## config.mk

```make
export PLATFORM = sky130hd
export DESIGN_NAME = bnn_class_scorer
export DESIGN_NICKNAME = d
export VERILOG_FILES = /design/src/rtl/bnn_pkg.sv /design/src/rtl/bnn_class_scorer_xnor_popcount.sv /design/src/rtl/bnn_class_scorer.sv
export SDC_FILE = /design/constraint.sdc
export NUM_CORES = 1
export LEC_CHECK = 0
export ABC_AREA = 1
export BUFFER_PORTS_ARGS = -buffer_cell sky130_fd_sc_hd__buf_4
export CAP_MARGIN = 20
export CORE_MARGIN = 2
export CORE_UTILIZATION = 42
export CTS_BUF_LIST = sky130_fd_sc_hd__clkbuf_4 sky130_fd_sc_hd__clkbuf_8 sky130_fd_sc_hd__clkbuf_16
export DETAILED_ROUTE_END_ITERATION = 16
export PLACE_DENSITY = 0.75
export SLEW_MARGIN = 20
export SYNTH_ARGS = -nofsm -noshare
export SYNTH_HDL_FRONTEND = slang
export SYNTH_SLANG_ARGS = --single-unit
```

## constraint.sdc

```tcl
create_clock -name clk -period 4.7 [get_ports clk]
set_clock_uncertainty 0.2 [all_clocks]
set_input_delay 0.235 -clock clk [delete_from_list [all_inputs] [get_ports clk]]
set_output_delay 0.235 -clock clk [all_outputs]
set_load 0.03 [all_outputs]
```

## src/rtl/bnn_pkg.sv

```systemverilog
// Shared types and helpers for the VAD output-layer class scorer.
package bnn_pkg;

  typedef enum logic [1:0] {
    IDLE  = 2'd0,
    ACCUM = 2'd1,
    HOLD  = 2'd2
  } state_t;

  localparam logic [1:0] CMP_SPEECH    = 2'b10;
  localparam logic [1:0] CMP_NONSPEECH = 2'b01;
  localparam logic [1:0] CMP_TIE       = 2'b00;

  // Bits needed to hold any score in 0..max_score.
  function automatic int score_width(input int max_score);
    return $clog2(max_score + 1);
  endfunction

endpackage

```

## src/rtl/bnn_class_scorer_xnor_popcount.sv

```systemverilog
// Combinational XNOR-popcount: number of positions where a and b agree.
module xnor_popcount #(
  parameter  int IN_W  = 16,
  localparam int CNT_W = $clog2(IN_W + 1)
) (
  input  logic [IN_W-1:0]  a,
  input  logic [IN_W-1:0]  b,
  output logic [CNT_W-1:0] count
);

  logic [IN_W-1:0] match;

  assign match = ~(a ^ b);

  always_comb begin
    count = '0;
    for (int i = 0; i < IN_W; i++) begin
      count = count + CNT_W'(match[i]);
    end
  end

endmodule

```

## src/rtl/bnn_class_scorer.sv

```systemverilog
// Two-class XNOR-popcount score accumulator with valid/ready in and out.
// Optional per-class bias on accumulator clear: define BNN_SCORE_BIAS_EN.
module bnn_class_scorer
  import bnn_pkg::*;
#(
  parameter  int IN_W       = 16,
  parameter  int NUM_CHUNKS = 25,
`ifdef BNN_SCORE_BIAS_EN
  parameter  int unsigned BIAS0 = 0,
  parameter  int unsigned BIAS1 = 0,
  localparam int SCORE_W = score_width(IN_W*NUM_CHUNKS + int'((BIAS0 > BIAS1) ? BIAS0 : BIAS1))
`else
  localparam int SCORE_W = score_width(IN_W*NUM_CHUNKS)
`endif
) (
  input  logic               clk,
  input  logic               rst,
  input  logic               start,
  input  logic               in_valid,
  output logic               in_ready,
  input  logic [IN_W-1:0]    act,
  input  logic [IN_W-1:0]    w0,
  input  logic [IN_W-1:0]    w1,
  output logic               out_valid,
  input  logic               out_ready,
  output logic [SCORE_W-1:0] score0,
  output logic [SCORE_W-1:0] score1,
  output logic [1:0]         cmp_out
);

  localparam int CNT_W   = $clog2(IN_W + 1);
  localparam int CHUNK_W = (NUM_CHUNKS > 1) ? $clog2(NUM_CHUNKS) : 1;
  localparam logic [CHUNK_W-1:0] LAST = CHUNK_W'(NUM_CHUNKS - 1);
`ifdef BNN_SCORE_BIAS_EN
  localparam logic [SCORE_W-1:0] INIT0 = SCORE_W'(BIAS0);
  localparam logic [SCORE_W-1:0] INIT1 = SCORE_W'(BIAS1);
`else
  localparam logic [SCORE_W-1:0] INIT0 = '0;
  localparam logic [SCORE_W-1:0] INIT1 = '0;
`endif

  state_t             state, state_nxt;
  logic [SCORE_W-1:0] acc0, acc1, sum0, sum1;
  logic [CNT_W-1:0]   pc0, pc1;
  logic [CHUNK_W-1:0] beat_cnt;
  logic               clear, take, last;

  xnor_popcount #(.IN_W(IN_W)) u_pc0 (.a(act), .b(w0), .count(pc0));
  xnor_popcount #(.IN_W(IN_W)) u_pc1 (.a(act), .b(w1), .count(pc1));

  assign sum0 = acc0 + SCORE_W'(pc0);
  assign sum1 = acc1 + SCORE_W'(pc1);
  assign last = take && (beat_cnt == LAST);

  // A start in ACCUM wins over a coincident beat, which is dropped.
  always_comb begin
    state_nxt = state;
    clear     = 1'b0;
    take      = 1'b0;
    case (state)
      IDLE: begin
        if (start) begin
          state_nxt = ACCUM;
          clear     = 1'b1;
        end
      end
      ACCUM: begin
        if (start) begin
          clear = 1'b1;
        end else if (in_valid) begin
          take = 1'b1;
          if (beat_cnt == LAST) state_nxt = HOLD;
        end
      end
      HOLD: begin
        if (out_ready) begin
          if (start) begin
            state_nxt = ACCUM;
            clear     = 1'b1;
          end else begin
            state_nxt = IDLE;
          end
        end
      end
      default: state_nxt = IDLE;
    endcase
  end

  always_ff @(posedge clk or posedge rst) begin
    if (rst) begin
      state     <= IDLE;
      in_ready  <= 1'b0;
      out_valid <= 1'b0;
      acc0      <= '0;
      acc1      <= '0;
      beat_cnt  <= '0;
      score0    <= '0;
      score1    <= '0;
      cmp_out   <= CMP_TIE;
    end else begin
      state     <= state_nxt;
      in_ready  <= (state_nxt == ACCUM);
      out_valid <= (state_nxt == HOLD);
      if (clear) begin
        acc0     <= INIT0;
        acc1     <= INIT1;
        beat_cnt <= '0;
      end else if (take) begin
        acc0     <= sum0;
        acc1     <= sum1;
        beat_cnt <= beat_cnt + 1'b1;
      end
      if (last) begin
        score0  <= sum0;
        score1  <= sum1;
        cmp_out <= (sum1 > sum0) ? CMP_SPEECH :
                   (sum0 > sum1) ? CMP_NONSPEECH : CMP_TIE;
      end
    end
  end

endmodule

```

==> results of run 1 <==
==> cells by family (layout without fill, tap and decap cells) <==
family	after synthesis	in the layout	synth area share
and+or+nand+nor	200	200	0.226
buffers and inverters	78	206	0.0889
adders and majority gates	54	54	0.223
xor gates and xnor gates	41	41	0.0953
AOI/OAI and AO/OA	37	37	0.0544
DFF	47	47	0.312
==> metal layers <==
| metal | vias to the layer above | GRT usage | part of all wire | wire length, um |
|---|---|---|---|---|
| met5 | - | 0 | 0 | 0 |
| met3 | 17 | 0.0277 | 0.042 | 420 |
| met4 | 0 | 0.0537 | 0.017 | 172 |
| met1 | 1739 | 0.234 | 0.40 | 4020 |
| met2 | 94 | 0.385 | 0.54 | 5440 |
| li1 | 1678 | - | - | - |
==> stage by stage <==
stage	area [sq um]	TNS, ns	cells	hold slack [ns]	utilization
final	5490	-4.33	693	0.0151	0.630
after floorplan	3800	-1.18	457	0.187	-
after global routing	5490	-8.04	693	0.0225	0.630
after detailed placement	4710	-12.81	669	0.240	0.540
after global placement	4710	-9.15	669	0.230	0.540
after CTS	5210	-3.18	690	0.0114	0.597
==> worst paths after layout <==
kind	to	slack, ns	cells past startpoint
setup / recovery	cmp_out[0]	-0.74	28
hold / removal	in_ready	0.02	3
setup reg to reg	cmp_out[0]	2.07	18
hold reg to reg	score0[3]	0.28	2
max in group asynchronous	score1[4]	3.44	4
min in group asynchronous	score0[6]	0.45	4
==> timing repair <==
| action | 4_1_cts | 5_1_grt |
|---|---|---|
| resized for setup | 62 | 70 |
| endpoints found under the hold margin | 47 | 0 |
| hold buffers | 1 | 0 |
| setup buffers | 15 | 12 |
| cloned | 0 | 0 |
| setup endpoints to repair | 25 | 30 |
| pin swaps | 12 | 25 |
==> critical path, delay by kind of cell <==
kind                     cells  cell delay, ns
adder cells (fa/ha/maj)      9            3.43
AND/OR/NAND/NOR             12            1.11
buffers and inverters        5            0.33
AO/OA/AOI/OAI                1            0.20
XOR/XNOR                     1            0.12
==> cell type report <==
cell class                      instances  area share
Tap cell                              108      0.0246
Multi-Input combinational cell        332       0.496
Clock buffer                            6      0.0139
Inverter                               70      0.0483
Timing Repair Buffer                  129       0.197
Clock inverter                          1     0.00547
Sequential cell                        47       0.214
==> synthesized netlist by cell type, types with 6 or more instances <==
| cell type | n |
|---|---|
| nand3_1 | 32 |
| o21ai_1 | 8 |
| nand4_1 | 6 |
| a21oi_1 | 10 |
| o21ai_0 | 10 |
| dfrtp_1 | 47 |
| inv_1 | 67 |
| xnor2_1 | 28 |
| nor2_1 | 16 |
| xor2_1 | 13 |
| nand2_1 | 134 |
| fa_1 | 22 |
| ha_1 | 32 |
==> sequential cells by signal, indices dropped and copies added, names as in the netlist <==
signal and cells:
out_valid 1, acc1 9, state 2, acc0 9
score1 9, beat_cnt 5, score0 9, cmp_out 2
in_ready 1
==> reports/results.ini, run 1 <==
[sta]
final-max-slew-violation-count = 0
fin_crit_sh = 1.16
worst_slew_pin_slew_ns = 0.615
max_slew_margin = 0.590
max_clock_freq_mhz = 184
rsz0062_at_grt = true
setup_violations = 20
fin_ws_ns = -0.738
hold_viol_final = 0
finalCriticalPeriod_ns = 5.44

[grt]
grt_pass1_vias = 3702
overflow = 0
track_usage = 0.202
grt_max_degree = 48
grt_pass1_wl_mm = 16.1
antenna_found_initial = 0

[synth]
syn_inst = 457
synth_nets = 564
synth_flop_cell = dfrtp_1
avgSynthCellArea_sq_um = 8.25
netlist.area_leader.share = 0.312
synth_async_sr_flop_share = 1.00
synth_area_sq_um = 3770
yosysSeqAreaShare = 0.312
yosys.area.top_type = dfrtp_1
yosysUniqueCellTypes = 33
ys_warn_count = 0
yosys-top-cells-area = dfrtp_1, nand2_1, fa_1
synth_edf_count = 0
ys_ff_latch = 47

[clock_network]
cts-root-buf = clkbuf_8
clockBufferDepth = 2
clock_latency_ns = 0.30
cts_inserted_buffers = 5
htree_levels = 2
cts_tree = yes
clk_pin_slew_ns = 0.09
cts.sinks = 47

[finish]
fin_nets = 692
layout-drive-gt1-share = 0.403
regArea_sq_um = 1180
area_growth_pct = 45.7
multiInputGateArea_sq_um = 2730
mostFrequentLayoutCell = nand2_1
fillCellCount = 708
n_antenna_cell = 0
final_cell_mix = nand2_1, buf_4, inv_1

[place]
gp_congestion = 0.869
dp_hpwl_mm = 7.02
dp_slack_ns = -1.07
port_buffers = 74

[floorplan]
die_y_um = 98.7
fp-row-count = 34
dieArea_sq_um = 9750
start_util = 0.432
placeableCoreArea_sq_um = 8720
ios = 75
die_x_um = 98.7

[setup_path]
critical_path_required_ns = 4.70
arrival_ns = 5.44
crit_path_start = act[0]
r2r-start = acc0[0]
crit_path_end_kind = flop
path_class = input pin to flop
slowest_delay_ns = 0.55
cp_slowest_cell = fa_1
crit_fanout = 4
cp-start-kind = input pin

[routing]
drc = 0
drt_iter0_drc = 84
vias_per_cell = 5.09
drt-total-wl_mm = 10.1
ant_nets = 0
drtPass1Iterations = 4
post_drt_wl_per_cell_um = 14.5
vias = 3528

[min_path]
hp-start = start
hold_path.class = input pin to flop

[run_status]
status = finished with violations
violations = setup timing

[job]
cap_viol_max_count = 0

Power of run 1 is not shown: default switching activity piles up to over one toggle a cycle in this logic, so the estimate is an artifact.
==> run 2: changes to the inputs <==
--- a/config.mk
+++ b/config.mk
@@ -13,6 +13,7 @@
 export CTS_BUF_LIST = sky130_fd_sc_hd__clkbuf_4 sky130_fd_sc_hd__clkbuf_8 sky130_fd_sc_hd__clkbuf_16
 export DETAILED_ROUTE_END_ITERATION = 16
 export PLACE_DENSITY = 0.75
+export REMOVE_ABC_BUFFERS = 1
 export SLEW_MARGIN = 20
 export SYNTH_ARGS = -nofsm -noshare
 export SYNTH_HDL_FRONTEND = slang
==> reports/results.ini, run 2 (synthesis results as in run 1) <==
[setup_path]
r2r-start = acc0[0]
critical_path_required_ns = 4.71  ; about the same
path_class = input pin to flop
cp-start-kind = input pin
arrival_ns = 5.41  ; -0.03 ns
crit_fanout = 3  ; -1
crit_path_start = act[0]
r2r_cells = 18  ; unchanged
crit_path_end = cmp_out[0]
ff2ff_setup_slack_ns = 1.98  ; -0.09 ns
r2r-end = cmp_out[0]
crit_path_end_kind = flop

[floorplan]
die_y_um = 98.7  ; unchanged
fp-row-count = 34  ; unchanged
placeableCoreArea_sq_um = 8720  ; unchanged
dieArea_sq_um = 9750  ; unchanged
die_x_um = 98.7  ; unchanged
start_util = 0.432  ; unchanged
ios = 75  ; unchanged

[sta]
hold_viol_final = 0  ; unchanged
final-max-slew-violation-count = 0  ; unchanged
fin_ws_ns = -0.700  ; +0.0386 ns
fin_crit_sh = 1.15  ; -0.00822
finalCriticalPeriod_ns = 5.40  ; -0.0386 ns
worst_slew_pin_slew_ns = 0.607  ; -0.00800 ns
rsz0062_at_grt = true
max_slew_margin = 0.596  ; +0.00533
max_clock_freq_mhz = 185  ; +0.72%
whs_ns = 0.0107  ; -0.00433 ns
setup_violations = 7  ; -65%

[grt]
antenna_found_initial = 0  ; unchanged
overflow = 0  ; unchanged
grt_pass1_vias = 3440  ; -7.1%
grt_pass1_wl_mm = 14.7  ; -8.6%
grt_max_degree = 48  ; unchanged
track_usage = 0.184  ; -0.0176

[min_path]
hold_path.class = input pin to flop
hp-start = start

[finish]
area_growth_pct = 44.0
layout-drive-gt1-share = 0.381  ; -0.0224
mostFrequentLayoutCell = nand2_1
fillCellCount = 661  ; -6.6%
regArea_sq_um = 1180  ; unchanged
n_antenna_cell = 0  ; unchanged
utilization = 0.623  ; -0.00732
fin_nets = 686  ; -0.87%
finish.instance_area_sq_um = 5430  ; -1.2%
multiInputGateArea_sq_um = 2760  ; +1.2%
final_cell_mix = nand2_1, buf_4, inv_1

[run_status]
status = finished with violations
violations = setup timing

[routing]
post_drt_wl_per_cell_um = 13.8  ; -5.0%
drt-total-wl_mm = 9.48  ; -5.7%
drtPass1Iterations = 4  ; unchanged
drt_iter0_drc = 114  ; +36%
drc = 0  ; unchanged
vias = 3381  ; -4.2%
vias_per_cell = 4.91  ; -3.5%
ant_nets = 0  ; unchanged

[job]
cap_viol_max_count = 0  ; unchanged

[place]
port_buffers = 74  ; unchanged
dp_hpwl_mm = 6.64  ; -5.4%
gp_congestion = 0.908  ; +4.5%
postPlaceCellArea_sq_um = 4680  ; -0.69%

[clock_network]
clockBufferDepth = 2  ; unchanged
cts.sinks = 47  ; unchanged
clock_latency_ns = 0.31  ; about the same
clk_pin_slew_ns = 0.09  ; about the same
cts_tree = yes
cts-root-buf = clkbuf_8
htree_levels = 2  ; unchanged
cts_inserted_buffers = 5  ; unchanged

-- run 2: worst max-delay path, cell delays in order --
cell     delay, ns
buf_8         0.10
xnor2_2       0.12
ha_1          0.27
inv_1         0.04
fa_1          0.49
fa_1          0.45
fa_1          0.49
inv_1         0.05
fa_1          0.46
fa_2          0.39
inv_2         0.08
fa_2          0.46
fa_2          0.38
inv_2         0.08
nand3_4       0.08
nand2_8       0.10
nand2_4       0.06
nand2_2       0.06
nand2_2       0.06
and2_4        0.15
ha_4          0.28
nand2_4       0.07
nor2_2        0.11
nand4_1       0.10
nand2_1       0.08
inv_1         0.05
nand2_1       0.05
nand2_1       0.05
-- run 2: through the flow --
step / setup TNS (ns) / setup WS (ns) / std cells
floorplan: -6.06 / -1.00 / 449
global placement: -20.08 / -1.35 / 669
detailed placement: -22.47 / -1.47 / 669
CTS: -1.54 / -0.568 / 688
global route: -5.13 / -0.882 / 688
finish: -1.96 / -0.700 / 688
-- run 2: worst min path at each step --
| stage | to | slack (ns) | depth (start not counted) |
|---|---|---|---|
| after global routing | state[0] | 0.05 | 3 |
| after floorplan | in_ready | 0.19 | 2 |
| final | state[0] | 0.01 | 3 |
| after global placement | score0[3] | 0.23 | 3 |
| after detailed placement | score1[4] | 0.24 | 3 |
| after CTS | state[0] | 0.007 | 3 |
-- run 2: per-layer routing --
| metal | wire, um | global-route usage | vias to the layer above |
|---|---|---|---|
| li1 | - | - | 1660 |
| met3 | 394 | 0.0220 | 20 |
| met5 | 0 | 0 | - |
| met2 | 5070 | 0.341 | 113 |
| met4 | 191 | 0.0601 | 0 |
| met1 | 3830 | 0.220 | 1588 |
-- run 2: area by class of cell --
type	instances	area share
clock buffer	6	0.0141
sequential	47	0.217
inverter	70	0.0489
clock inverter	2	0.00230
tap	108	0.0249
multi-input combinational	332	0.508
timing repair buffer	123	0.185
-- run 2: timing repair --
action,in CTS,in global routing
endpoints found under the hold margin,47,0
pin swaps,48,19
hold buffers,1,0
buffers inserted,12,5
resized for setup,52,70
setup endpoints to repair,34,30
Power of run 2 is left out for the same reason.
